## config.mk

```make
export PLATFORM = sky130hd
export DESIGN_NAME = mano_timing_sequencer
export DESIGN_NICKNAME = d
export VERILOG_FILES = /design/src/rtl/mano_timing_sequencer.sv
export SDC_FILE = /design/constraint.sdc
export NUM_CORES = 1
export LEC_CHECK = 0
export BUFFER_PORTS_ARGS = -buffer_cell sky130_fd_sc_hd__buf_4
export CAP_MARGIN = 40
export CORE_ASPECT_RATIO = 0.6
export CORE_MARGIN = 3
export CORE_UTILIZATION = 30
export DETAILED_ROUTE_END_ITERATION = 10
export PLACE_DENSITY_LB_ADDON = 0.08
export SLEW_MARGIN = 40
export SYNTH_ARGS = -nofsm -noshare
export SYNTH_HDL_FRONTEND = slang
export SYNTH_SLANG_ARGS = --single-unit
```

## constraint.sdc

```tcl
create_clock -name clk -period 4 [get_ports clk]
set_clock_uncertainty 0.1 [all_clocks]
set_input_delay 0.8 -clock clk [delete_from_list [all_inputs] [get_ports clk]]
set_output_delay 0.8 -clock clk [all_outputs]
set_load 0.005 [all_outputs]
```

## src/rtl/mano_timing_sequencer.sv

```systemverilog
`default_nettype none
// ============================================================================
//  Module      : mano_timing_sequencer
//  Description : Sequence counter and run control for the basic-computer
//                control unit. Produces one-hot timing t0..t7, latches the
//                instruction class (q1..q3) at the end of t2, sizes each
//                instruction to its class and counts retired instructions.
//  Ports       :
//    clk          rising-edge clock
//    reset_n      asynchronous active-low reset
//    start        level, IDLE -> RUN (wins over step)
//    halt         level, stop at the next instruction boundary
//    step         level, IDLE -> STEP (one instruction)
//    stall        freeze the sequence (memory wait)
//    opcode[1:0]  class field sampled on the unstalled edge ending t2
//    t[7:0]       one-hot timing, zero when not running
//    q1,q2,q3     latched instruction class
//    running      high in RUN or STEP
//    instr_done   high during the final timing step (unstalled)
//    illegal      pulse during t3 of an illegal (00) opcode
//    instr_count  retired instructions, wraps modulo 2^CNT_W
//  Revision    : 1.0 - initial release
// ============================================================================
module mano_timing_sequencer #(
    parameter int CNT_W = 16
) (
    input  logic             clk,
    input  logic             reset_n,
    input  logic             start,
    input  logic             halt,
    input  logic             step,
    input  logic             stall,
    input  logic [1:0]       opcode,
    output logic [7:0]       t,
    output logic             q1,
    output logic             q2,
    output logic             q3,
    output logic             running,
    output logic             instr_done,
    output logic             illegal,
    output logic [CNT_W-1:0] instr_count
);

    typedef enum logic [1:0] {
        S_IDLE = 2'd0,
        S_RUN  = 2'd1,
        S_STEP = 2'd2
    } state_t;

    localparam logic [CNT_W-1:0] c_cnt_one = {{(CNT_W-1){1'b0}}, 1'b1};

    state_t           r_state, w_state_nxt;
    logic [2:0]       r_sc, w_sc_nxt;
    logic [2:0]       r_q, w_q_nxt;          // {q3, q2, q1}
    logic             r_halt_pending, w_halt_pending_nxt;
    logic [CNT_W-1:0] r_count, w_count_nxt;
    logic             w_active;
    logic             w_last;
    logic [2:0]       w_decode;

    always_ff @(posedge clk or negedge reset_n) begin
        if (!reset_n) begin
            r_state        <= S_IDLE;
            r_sc           <= 3'd0;
            r_q            <= 3'b000;
            r_halt_pending <= 1'b0;
            r_count        <= '0;
        end else begin
            r_state        <= w_state_nxt;
            r_sc           <= w_sc_nxt;
            r_q            <= w_q_nxt;
            r_halt_pending <= w_halt_pending_nxt;
            r_count        <= w_count_nxt;
        end
    end

    always_comb begin
        case (opcode)
            2'b01:   w_decode = 3'b001;
            2'b10:   w_decode = 3'b010;
            2'b11:   w_decode = 3'b100;
            default: w_decode = 3'b000;
        endcase
    end

    always_comb begin
        w_state_nxt        = r_state;
        w_sc_nxt           = r_sc;
        w_q_nxt            = r_q;
        w_halt_pending_nxt = r_halt_pending;
        w_count_nxt        = r_count;
        t                  = 8'h00;
        running            = 1'b0;
        instr_done         = 1'b0;
        illegal            = 1'b0;
        w_active           = (r_state == S_RUN) || (r_state == S_STEP);
        w_last             = 1'b0;

        if (w_active) begin
            running = 1'b1;
            t       = 8'd1 << r_sc;
            // An empty class at t3 is an illegal opcode; it retires there too.
            w_last  = ((r_sc == 3'd3) && (r_q[0] || (r_q == 3'b000))) ||
                      ((r_sc == 3'd5) && r_q[1]) ||
                      ((r_sc == 3'd7) && r_q[2]);
        end

        // halt is captured even while stalled so it is never lost.
        if ((r_state == S_RUN) && halt) begin
            w_halt_pending_nxt = 1'b1;
        end

        case (r_state)
            S_IDLE: begin
                if (start) begin
                    w_state_nxt = S_RUN;
                end else if (step) begin
                    w_state_nxt = S_STEP;
                end
            end
            S_RUN, S_STEP: begin
                if (!stall) begin
                    if (w_last) begin
                        instr_done         = 1'b1;
                        illegal            = (r_q == 3'b000);
                        w_sc_nxt           = 3'd0;
                        w_q_nxt            = 3'b000;
                        w_count_nxt        = r_count + c_cnt_one;
                        w_halt_pending_nxt = 1'b0;
                        if ((r_state == S_STEP) || r_halt_pending || halt) begin
                            w_state_nxt = S_IDLE;
                        end else begin
                            w_state_nxt = S_RUN;
                        end
                    end else begin
                        w_sc_nxt = r_sc + 3'd1;
                        if (r_sc == 3'd2) begin
                            w_q_nxt = w_decode;
                        end
                    end
                end
            end
            default: begin
                w_state_nxt = S_IDLE;
            end
        endcase
    end

    assign q1          = r_q[0];
    assign q2          = r_q[1];
    assign q3          = r_q[2];
    assign instr_count = r_count;

endmodule
`default_nettype wire

```

* Yosys cells after proc, flatten, opt, wreduce, memory -nomap -nowiden
Index checks and enable logic that the tools add are counted.
** Word-level totals
- Register bits after elaboration :: 25
- Latch bits :: 0
- Bits in writable memories :: 0
- ROM bits :: 0
- Output and inout port bits :: 30
- Memories :: 0
** Cells by class
- Add/subtract/negate cells :: 2
- Multiply operators :: 0
- Div/mod/pow operators :: 0
- Magnitude comparators :: 0
- Equal/unequal tests :: 12
- Shifts and indexed selects :: 1
- Muxes and demuxes :: 23
- Bitwise operators :: 1
- Reduce and logical (&&, ||, !) cells :: 18
** Operator list (count)
- 16-bit by 1-bit adder with 16-bit output (second input constant) :: 1
- 1-bit two-way mux :: 13
- 3-bit two-way mux :: 3
- 3-bit one-hot mux with 3 select lines :: 1
- 3-bit AND reduction :: 3
- 2-bit two-way mux :: 4
- 8-bit two-way mux :: 1
- 1-bit by 3-bit left shift with 8-bit output (first input constant) :: 1
- 2-bit == test (second input constant) :: 3
- 3-bit by 2-bit == test with 1-bit output (second input constant) :: 2
- 3-bit == test (second input constant) :: 2
- 1-bit logical OR :: 6
- 2-bit by 1-bit == test with 1-bit output (second input constant) :: 2
- 1-bit logical AND :: 4
- 2-bit inequality test (second input constant) :: 2
- 2-bit one-hot mux with 2 select lines :: 1
- 3-bit by 1-bit adder with 3-bit output (second input constant) :: 1
- 3-bit zero test :: 1
- 3-bit inequality test (second input constant) :: 1
- 2-bit zero test :: 1
- 2-bit AND reduction :: 1
- 2-bit nonzero test :: 1
- 2-bit OR reduction :: 1
- 1-bit NOT :: 1

* Longest topological paths before layout
Gate-level depths: netlist of the first run.
- Depth in word-level cells :: 9
- Depth in mapped cells :: 8
- Depth with buffers taken out :: 7

* Worst setup path before layout of the first run
OpenSTA, ideal clock, no wires.
- Kind :: in2out
- Start :: in stall
- End :: out illegal
- Data arrival time :: 1.571 ns
- Required time :: 3.100 ns
- Setup slack :: 1.529 ns
- Cell stages on the path :: 4
- Buffers on the path :: 1
- Cell sequence :: nand2b_1 -> nor2_8 -> buf_6 -> nor4b_1
** On the way
- Word-level cells in the longest chain between the ends :: 2
** Ends and longest elaborated chain
- start, declared :: line 32 : input logic stall,
- 1-bit two-way mux :: line 122 : if (!stall) begin
- 1-bit two-way mux :: line 113 : case (r_state)
- end, declared :: line 40 : output logic illegal,
Every way passes these cells.

* Worst setup path after layout of the first run
- Start :: reg r_state[0]
- End :: out illegal
** On the way
- Word-level cells in the longest chain between the ends :: 6
- Elaborated cells on any way between the ends :: 8
- Those cells by class :: eq/ne (2); mux (4); reduce/logical (2)
** Ends and longest elaborated chain
- start, declared :: line 52 : state_t r_state, w_state_nxt;
- start signal, assigned :: line 69 : r_state <= w_state_nxt;
- 2-bit by 1-bit == test with 1-bit output / 2-bit == test (equally long branches) :: line 96, 113
- 1-bit logical OR :: line 96 : w_active = (r_state == S_RUN) || (r_state == S_STEP);
- 1-bit two-way mux :: line 99 : if (w_active) begin
- 1-bit two-way mux :: line 123 : if (w_last) begin
- 1-bit two-way mux :: line 122
- 1-bit two-way mux * :: line 113
Every way passes the cells marked *; elsewhere a longest branch is shown, timed or not.

==> out/qor.yml, run 1 <==
run_status:
  run_status: "finished clean"
final_layout:
  multiInputGateArea_um2: 704.4
  utilization_pct: 41.15
  antenna_cells: 0
  nets: 186
  area_growth_pct: 27.97
  regArea_um2: 625.6
  fill_cells: 425
  most-common-layout-cells: "37 x buf_4, 25 x dfrtp_1, 12 x xnor2_1"
  drive_above_1_share_pct: 28.92
  stdcell_area_um2: 1752
  layout_commonest_cell: "buf_4"
setup_path:
  reg2reg_depth: 7
  critPathKind: "reg2out"
  cp.required_ns: 3.10
  crit_buf_inv: 2
  crit_family: "simple AND/OR/NAND/NOR gates"
  cp.arrival_ns: 2.20
  cpPeakStageDelay_ns: 0.49
  cp_max_fo: 13
  cp_cell_sequence: "inv_1 > ha_1 > nand2b_1 > nor2_8 > nor4b_1 > buf_4"
  cp-start-kind: "register"
  cpMaxStageDelayCell: "ha_1"
  cp_num_cells: 6
  crit_path_end_kind: "output port"
timing:
  setup_viol: 0
  hold_slack_ns: 0.3222
  period_needed_ns: 3.104
  rsz0062_at_grt: "false"
  max_slew_margin_pct: 68.21
  period_share_pct: 77.59
  max_freq_mhz: 322.2
  setup_tns_ns: 0
  worst-slew-pin-transition_ns: 0.4759
  slew_violations: 0
  finalHoldViolations: 0
routing:
  ant_nets: 0
  wirelength_um: 3071
  dr.pass1.iters: 4
  drcViolationCount: 0
  wire_per_inst_um: 13.59
  dr.first_iter.drc_count: 42
  vias: 1056
  post_drt_via_cell_ratio: 4.673
power_and_ir_drop:
  internal_power_mw: 0.5398
  p_per_area_nw_per_um2: 495.1
  power_switching_mw: 0.3275
  p_seq_share_pct: 40.6
  ir_drop_v: 0.0002153
  leakage_nw: 0.8791
  clkPwrFrac_pct: 17.2
  switching_share_pct: 37.76
  p_comb_share_pct: 42.2
floorplan:
  fp.dieW_um: 93.21
  die_h_um: 58.32
  coreArea_um2: 4257
  row_count: 18
  ios: 38
  start_util_pct: 32.16
  fp.dieArea_um2: 5436
yosys:
  synth_top_area_share_pct: 45.70
  ys.flop_type: "dfrtp_1"
  synth_area_um2: 1369
  post_synth_inst_count: 127
  ys_ff_latch: 25
  yosys.area.top_type: "dfrtp_1"
  seq_area_frac_synth_pct: 45.70
  synth_area_per_cell_um2: 10.78
  synthesis.nets: 146
  synth_edf_count: 0
  synth_area_leaders: "dfrtp_1 46%, ha_1 10%, xnor2_1 7.7%"
  synthArstFlopShare_pct: 100.0
  ys_types: 32
  synth_warnings: 0
clock_tree:
  hold_buffers: 0
  cts.sinks: 25
  clk_latency_ns: 0.27
  path_clk_slew_ns: 0.09
  numCtsBuffers: 3
  cts_tree: "yes"
  cts_max_level: 1
  post_cts_buffers: 0
  max-clock-path-buffers: 2
  root_buffer: "clkbuf_8"
  cts_resized: 0
global_route:
  grt_max_degree: 26
  overflow: 0
  track_usage_pct: 12.54
  grt_pass1_wl_um: 5333
  antenna_found_initial: 0
  grt_pass1_vias: 1073
place:
  place_area_um2: 1705
  dpl.hpwl_um: 2428
  gp_congestion: 0.7300
  port_buffers: 37
run:
  cap_violations: 0
min_path:
  hp-class: "in2async"
## synthesized netlist by cell type (3+ instances only)
library cell and count:
dfrtp_1 25, xnor2_1 12, ha_1 11, nand3_1 10, and3_1 9, nand2_1 7, inv_1 6, nand4_1 6
nor2_1 5, a21oi_1 4, o21ai_0 4, xor2_1 3
## cell families after synthesis
family,share of synthesized area [%]
simple gates,21.21
flops,45.70
compound gates,8.684
xor+xnor,9.598
fa+ha+maj,10.05
buf+inv,2.833
mux,1.919
## area by class of cell
type                            count  share of cell area [%]
Multi-Input combinational cell     94                   40.21
Sequential cell                    25                   35.71
Timing Repair Buffer               37                   15.86
Tap cell                           60                   4.286
Clock buffer                        3                   2.357
Inverter                            6                   1.286
Clock inverter                      1                  0.2857
## registers in the layout, indices dropped and copies added, names as in the netlist
signal          flops
r_state             2
r_halt_pending      1
r_q                 3
r_sc                3
instr_count        16
## stage by stage
stage | cells | worst slack, ns | power, mW
detailed placement | 222 | 1.215 | 0.7301
CTS | 226 | 0.8776 | 0.8864
floorplan | 127 | 1.529 | 0.5832
global route | 226 | 0.6682 | 0.9481
global placement | 222 | 1.269 | 0.7280
finish | 226 | 0.8964 | 0.8672
## power by group through the flow
stage                     Sequential, mW  Clock (mW)  Combinational (mW)
after floorplan                    0.344           0               0.240
after global placement             0.355           0               0.373
after detailed placement           0.358           0               0.372
after CTS                          0.353       0.159               0.375
after global routing               0.361       0.168               0.419
final                              0.352       0.149               0.366
## path summary, 6_finish.rpt
kind,start,to,slack (ns)
worst max-delay path,r_state[0],illegal,0.90
max in group asynchronous,reset_n,instr_count[5],3.23
worst min-delay path,reset_n,instr_count[14],0.32
worst min register to register,instr_count[15],instr_count[15],0.39
min in group clk,instr_count[15],instr_count[15],0.39
worst max register to register,r_state[0],instr_count[12],1.67
## metal layers
layer	share of wire, %	vias to the layer above	global-route usage (%)
li1	-	523	-
met1	53	503	18.98
met5	0	-	0
met2	41	28	17.50
met3	5.6	2	3.959
met4	0.46	0	2.505
(Power assumes the default switching activity.)
==> run 2, diff against run 1 <==
Clock period 4 ns to 3.1 ns, I/O delays scaled along.
==> out/qor.yml, run 2 (synthesis gave the netlist of run 1 again) <==
global_route:
  track_usage_pct: 12.83  # +0.29 points
  antenna_found_initial: 0  # unchanged
  grt_pass1_vias: 1100  # +2.5%
  overflow: 0  # unchanged
  grt_max_degree: 26  # unchanged
  grt_pass1_wl_um: 5437  # +2.0%
min_path:
  hp-class: "in2async"
power_and_ir_drop:
  p_comb_share_pct: 42.7  # +0.5 points
  power_switching_mw: 0.4329  # +32%
  p_seq_share_pct: 40.2  # -0.4 points
  internal_power_mw: 0.7034  # +30%
  clkPwrFrac_pct: 17.1  # about the same
  ir_drop_v: 0.0002206  # +2.5%
  p_per_area_nw_per_um2: 646.8  # +31%
  leakage_nw: 0.8742  # -0.56%
  switching_share_pct: 38.10  # +0.34 points
setup_path:
  crit_path_end_kind: "output port"
  cp.arrival_ns: 2.11  # -0.09 ns
  critPathKind: "reg2out"
  cp_max_fo: 13  # unchanged
  cp.required_ns: 2.38  # -0.72 ns
  r2r_start: "r_state[1]"
  startpoint: "r_state[1]"
  cp-start-kind: "register"
timing:
  period_needed_ns: 2.833
  setup_tns_ns: 0  # unchanged
  setup_viol: 0  # unchanged
  max_slew_margin_pct: 68.40  # +0.19 points
  rsz0062_at_grt: "false"
  period_share_pct: 91.39
  worst-slew-pin-transition_ns: 0.4730  # -0.002849 ns
  finalHoldViolations: 0  # unchanged
  slew_violations: 0  # unchanged
  max_freq_mhz: 353.0
routing:
  wirelength_um: 3170  # +3.2%
  dr.first_iter.drc_count: 43  # +2.4%
  vias: 1073  # +1.6%
  ant_nets: 0  # unchanged
  drcViolationCount: 0  # unchanged
  dr.pass1.iters: 4  # unchanged
  post_drt_via_cell_ratio: 4.748  # +1.6%
  wire_per_inst_um: 14.03  # +3.2%
clock_tree:
  post_cts_buffers: 0  # unchanged
  hold_buffers: 0  # unchanged
  numCtsBuffers: 3  # unchanged
  path_clk_slew_ns: 0.09  # about the same
  root_buffer: "clkbuf_8"
  cts.sinks: 25  # unchanged
  cts_max_level: 1  # unchanged
  cts_tree: "yes"
  cts_resized: 0  # unchanged
  max-clock-path-buffers: 2  # unchanged
  clk_latency_ns: 0.27  # about the same
floorplan:
  die_h_um: 58.32  # unchanged
  ios: 38  # unchanged
  start_util_pct: 32.16  # unchanged
  row_count: 18  # unchanged
  fp.dieArea_um2: 5436  # unchanged
  coreArea_um2: 4257  # unchanged
  fp.dieW_um: 93.21  # unchanged
final_layout:
  drive_above_1_share_pct: 29.52  # +0.60 points
  nets: 186  # unchanged
  largest_reg_flops: 16  # unchanged
  most-common-layout-cells: "37 x buf_4, 25 x dfrtp_1, 12 x xnor2_1"
  layout_commonest_cell: "buf_4"
  area_growth_pct: 28.34
  fill_cells: 425  # unchanged
  utilization_pct: 41.27  # +0.12 points
  antenna_cells: 0  # unchanged
place:
  gp_congestion: 0.7566  # +3.6%
  port_buffers: 37  # unchanged
  dpl.hpwl_um: 2514  # +3.5%
run:
  cap_violations: 0  # unchanged
run_status:
  run_status: "finished clean"
-- run 2: worst paths after layout --
kind	end	slack, ns	depth (start not counted)
worst max-delay path	illegal	0.27	6
worst min-delay path	instr_count[3]	0.14	1
worst max register to register	instr_count[15]	0.80	7
worst min register to register	instr_count[5]	0.40	1
max in group asynchronous	instr_count[4]	2.51	1
min in group clk	instr_count[5]	0.40	1
-- run 2: cell type report --
type | count | area (um^2) | area share (%)
tap | 60 | 75.07 | 4.274
multi-input combinational | 94 | 706.9 | 40.24
clock inverter | 1 | 7.507 | 0.4274
inverter | 6 | 22.52 | 1.282
sequential | 25 | 625.6 | 35.61
clock buffer | 3 | 41.29 | 2.350
timing repair buffer | 37 | 277.8 | 15.81
-- run 2: layer usage --
layer | part of all wire [%] | GRT usage [%] | vias up
met4 | 0.25 | 1.879 | 0
met5 | 0 | 0 | -
met1 | 55 | 19.82 | 525
li1 | - | - | 521
met3 | 5.4 | 4.215 | 2
met2 | 40 | 17.60 | 25
-- run 2: per-stage QoR --
stage                     hold WS, ns  std cells  power (mW)  setup slack (ns)  instance area [um^2]
after floorplan                0.2244        127      0.7525            0.8448                  1369
after global placement         0.3633        222      0.9426            0.5820                  1705
after detailed placement       0.3859        222      0.9458            0.4971                  1705
after CTS                      0.1442        226       1.146            0.1704                  1754
after global routing           0.1508        226       1.240           0.06523                  1757
final                          0.1401        226       1.136            0.2671                  1757
-- run 2: power groups by stage --
stage | combinational, mW | clock [mW] | sequential (mW)
5_1_grt | 0.558 | 0.216 | 0.467
3_5_place_dp | 0.484 | 0 | 0.462
3_3_place_gp | 0.485 | 0 | 0.458
2_1_floorplan | 0.309 | 0 | 0.443
6_report | 0.486 | 0.195 | 0.456
4_1_cts | 0.488 | 0.203 | 0.456
-- run 2: critical path, stage by stage (launching register included) --
cell	delay (ns)
dfrtp_1	0.41
inv_1	0.09
ha_2	0.44
nand2b_1	0.19
nor2_8	0.22
nor4b_1	0.31
buf_4	0.17
==> run 3, diff against run 2 <==
Settings changed: ABC_AREA set to 1, CORE_ASPECT_RATIO 0.6 to 1.2.
==> out/qor.yml, run 3 <==
yosys:
  synth_edf_count: 0  # unchanged
  ys_ff_latch: 25  # unchanged
  synth_area_um2: 1664  # +22%
  synth_area_leaders: "dfrtp_1 38%, nand2_1 19%, ha_1 8.3%"
  synth_xor_xnor_area_share_pct: 2.632  # -7.0 points
  yosys.area.top_type: "dfrtp_1"
  synthSimpleGateAreaFrac_pct: 37.22  # +16 points
  synth_mux_area_share_pct: 0  # -1.9 points
  synthArstFlopShare_pct: 100.0  # unchanged
  synth_area_per_cell_um2: 7.081  # -34%
  ys.flop_type: "dfrtp_1"
  synth_top_area_share_pct: 37.59  # -8.1 points
  ys_types: 25  # -22%
  synth-compound-area-share_pct: 3.985  # -4.7 points
  post_synth_inst_count: 235  # +85%
  synth_top_family_by_area: "simple AND/OR/NAND/NOR gates"
  synth_warnings: 0  # unchanged
  seq_area_frac_synth_pct: 37.59  # -8.1 points
  synthesis.nets: 254  # +74%
  synthTopCellsByCount: "86 x nand2_1, 32 x inv_1, 25 x dfrtp_1"
  synth_most_common_cell: "nand2_1"
  yosys.area_share.adder_pct: 8.271  # -1.8 points
timing:
  period_needed_ns: 2.731  # -0.1019 ns
  max_slew_margin_pct: 76.51  # +8.1 points
  finalHoldViolations: 0  # unchanged
  worst-slew-pin-transition_ns: 0.3524  # -0.1206 ns
  setup_viol: 0  # unchanged
  max_freq_mhz: 366.2  # +3.7%
  setup_tns_ns: 0  # unchanged
  finalWorstSetupSlack_ns: 0.3689  # +0.1019 ns
  slew_violations: 0  # unchanged
  rsz0062_at_grt: "false"
  period_share_pct: 88.10  # -3.3 points
routing:
  dr.first_iter.drc_count: 39  # -9.3%
  dr.pass1.iters: 4  # unchanged
  wire_per_inst_um: 11.72  # -16%
  wirelength_um: 3916  # +24%
  post_drt_via_cell_ratio: 4.473  # -5.8%
  drcViolationCount: 0  # unchanged
  vias: 1494  # +39%
  ant_nets: 0  # unchanged
power_and_ir_drop:
  power_switching_mw: 0.5257  # +21%
  ir_drop_v: 0.0002883  # +31%
  p_per_area_nw_per_um2: 628.8  # -2.8%
  internal_power_mw: 0.7465  # +6.1%
  leakage_nw: 1.065  # +22%
  p_comb_share_pct: 45.8  # +3.1 points
  clkPwrFrac_pct: 15.9  # -1.2 points
  switching_share_pct: 41.32  # +3.2 points
  p_seq_share_pct: 38.4  # -1.8 points
setup_path:
  cp_max_fo: 21  # +8
  crit_path_end_kind: "output port"
  critPathKind: "reg2out"
  cp.arrival_ns: 2.01  # -0.10 ns
  cp-start-kind: "register"
  cp.required_ns: 2.38  # about the same
clock_tree:
  root_buffer: "clkbuf_8"
  hold_buffers: 0  # unchanged
  max-clock-path-buffers: 2  # unchanged
  cts_tree: "yes"
  post_cts_buffers: 0  # unchanged
  path_clk_slew_ns: 0.09  # about the same
  cts.sinks: 25  # unchanged
  cts_max_level: 1  # unchanged
  numCtsBuffers: 3  # unchanged
  cts_resized: 0  # unchanged
  clk_latency_ns: 0.27  # about the same
global_route:
  overflow: 0  # unchanged
  grt_pass1_wl_um: 6637  # +22%
  antenna_found_initial: 0  # unchanged
  grt_max_degree: 26  # unchanged
  grt_pass1_vias: 1441  # +31%
  track_usage_pct: 12.95  # +0.12 points
final_layout:
  layout_commonest_cell: "nand2_1"
  area_growth_pct: 21.58
  nets: 292  # +57%
  largest_reg_flops: 16  # unchanged
  layout.cells.non_filler: 334  # +48%
  antenna_cells: 0  # unchanged
  drive_above_1_share_pct: 17.65  # -12 points
  utilization_pct: 37.93  # -3.3 points
  stdcell_area_um2: 2023  # +15%
  most-common-layout-cells: "86 x nand2_1, 37 x buf_4, 32 x inv_1"
floorplan:
  fp.dieArea_um2: 6480  # +19%
  die_h_um: 87.59  # +50%
  start_util_pct: 31.20  # -0.96 points
  fp.dieW_um: 73.99  # -21%
  ios: 38  # unchanged
  coreArea_um2: 5334  # +25%
  row_count: 29  # +11
place:
  port_buffers: 37  # unchanged
  gp_congestion: 0.7875  # +4.1%
  placedCellCount: 330  # +49%
  pre_cts_slack_ns: 0.6550  # +0.1579 ns
  dpl.hpwl_um: 3043  # +21%
  place_area_um2: 1978  # +16%
min_path:
  hp-class: "in2async"
run_status:
  run_status: "finished clean"
run:
  cap_violations: 0  # unchanged
==> run 3: per-stage QoR <==
stage | total power [mW] | hold slack, ns
finish | 1.272 | 0.1401
global route | 1.400 | 0.1640
CTS | 1.296 | 0.1561
detailed placement | 1.088 | 0.4028
global placement | 1.089 | 0.4130
floorplan | 0.8670 | 0.2244
==> run 3: path summary, 6_finish.rpt <==
path,end,startpoint,slack [ns],cells after the start
setup / recovery,instr_done,r_state[0],0.37,7
hold / removal,instr_count[4],reset_n,0.14,1
setup reg to reg,instr_count[5],r_state[0],1.13,9
hold reg to reg,r_halt_pending,r_halt_pending,0.43,2
max in group asynchronous,instr_count[12],reset_n,2.49,1
min in group clk,r_halt_pending,r_halt_pending,0.43,2
==> run 3: final cells by class <==
| type | instances | area [um^2] |
|---|---|---|
| repair buffers | 37 | 277.8 |
| well taps | 62 | 77.57 |
| clock buffers | 4 | 45.04 |
| multi-input cells | 172 | 867.1 |
| flip-flops and latches | 25 | 625.6 |
| fillers | 612 | 3311 |
| inverters | 34 | 130.1 |
==> run 3: cell families after synthesis <==
logic type,count (synthesis)
buf+inv,38
flops,25
xor+xnor,5
simple gates,143
fa+ha+maj,11
compound gates,13
==> run 3: routing by layer <==
layer  share of wire [%]  GRT usage (%)  vias up
li1                    -              -      808
met4                0.79          3.954        0
met3                 3.5          1.722        2
met5                   0              0        -
met2                  51          23.39       22
met1                  45          15.70      662
==> run 3: critical path, cell delays in order, from the launching register on <==
cell	delay, ns
dfrtp_1	0.41
inv_1	0.08
ha_1	0.45
inv_2	0.12
nor2_4	0.16
nand2_4	0.15
inv_4	0.21
buf_4	0.15
==> run 3: power groups by stage <==
stage	clock [mW]	sequential (mW)	combinational, mW
after global placement	0	0.494	0.596
final	0.202	0.488	0.582
after CTS	0.212	0.491	0.594
after detailed placement	0	0.499	0.589
after global routing	0.224	0.505	0.671
after floorplan	0	0.479	0.388
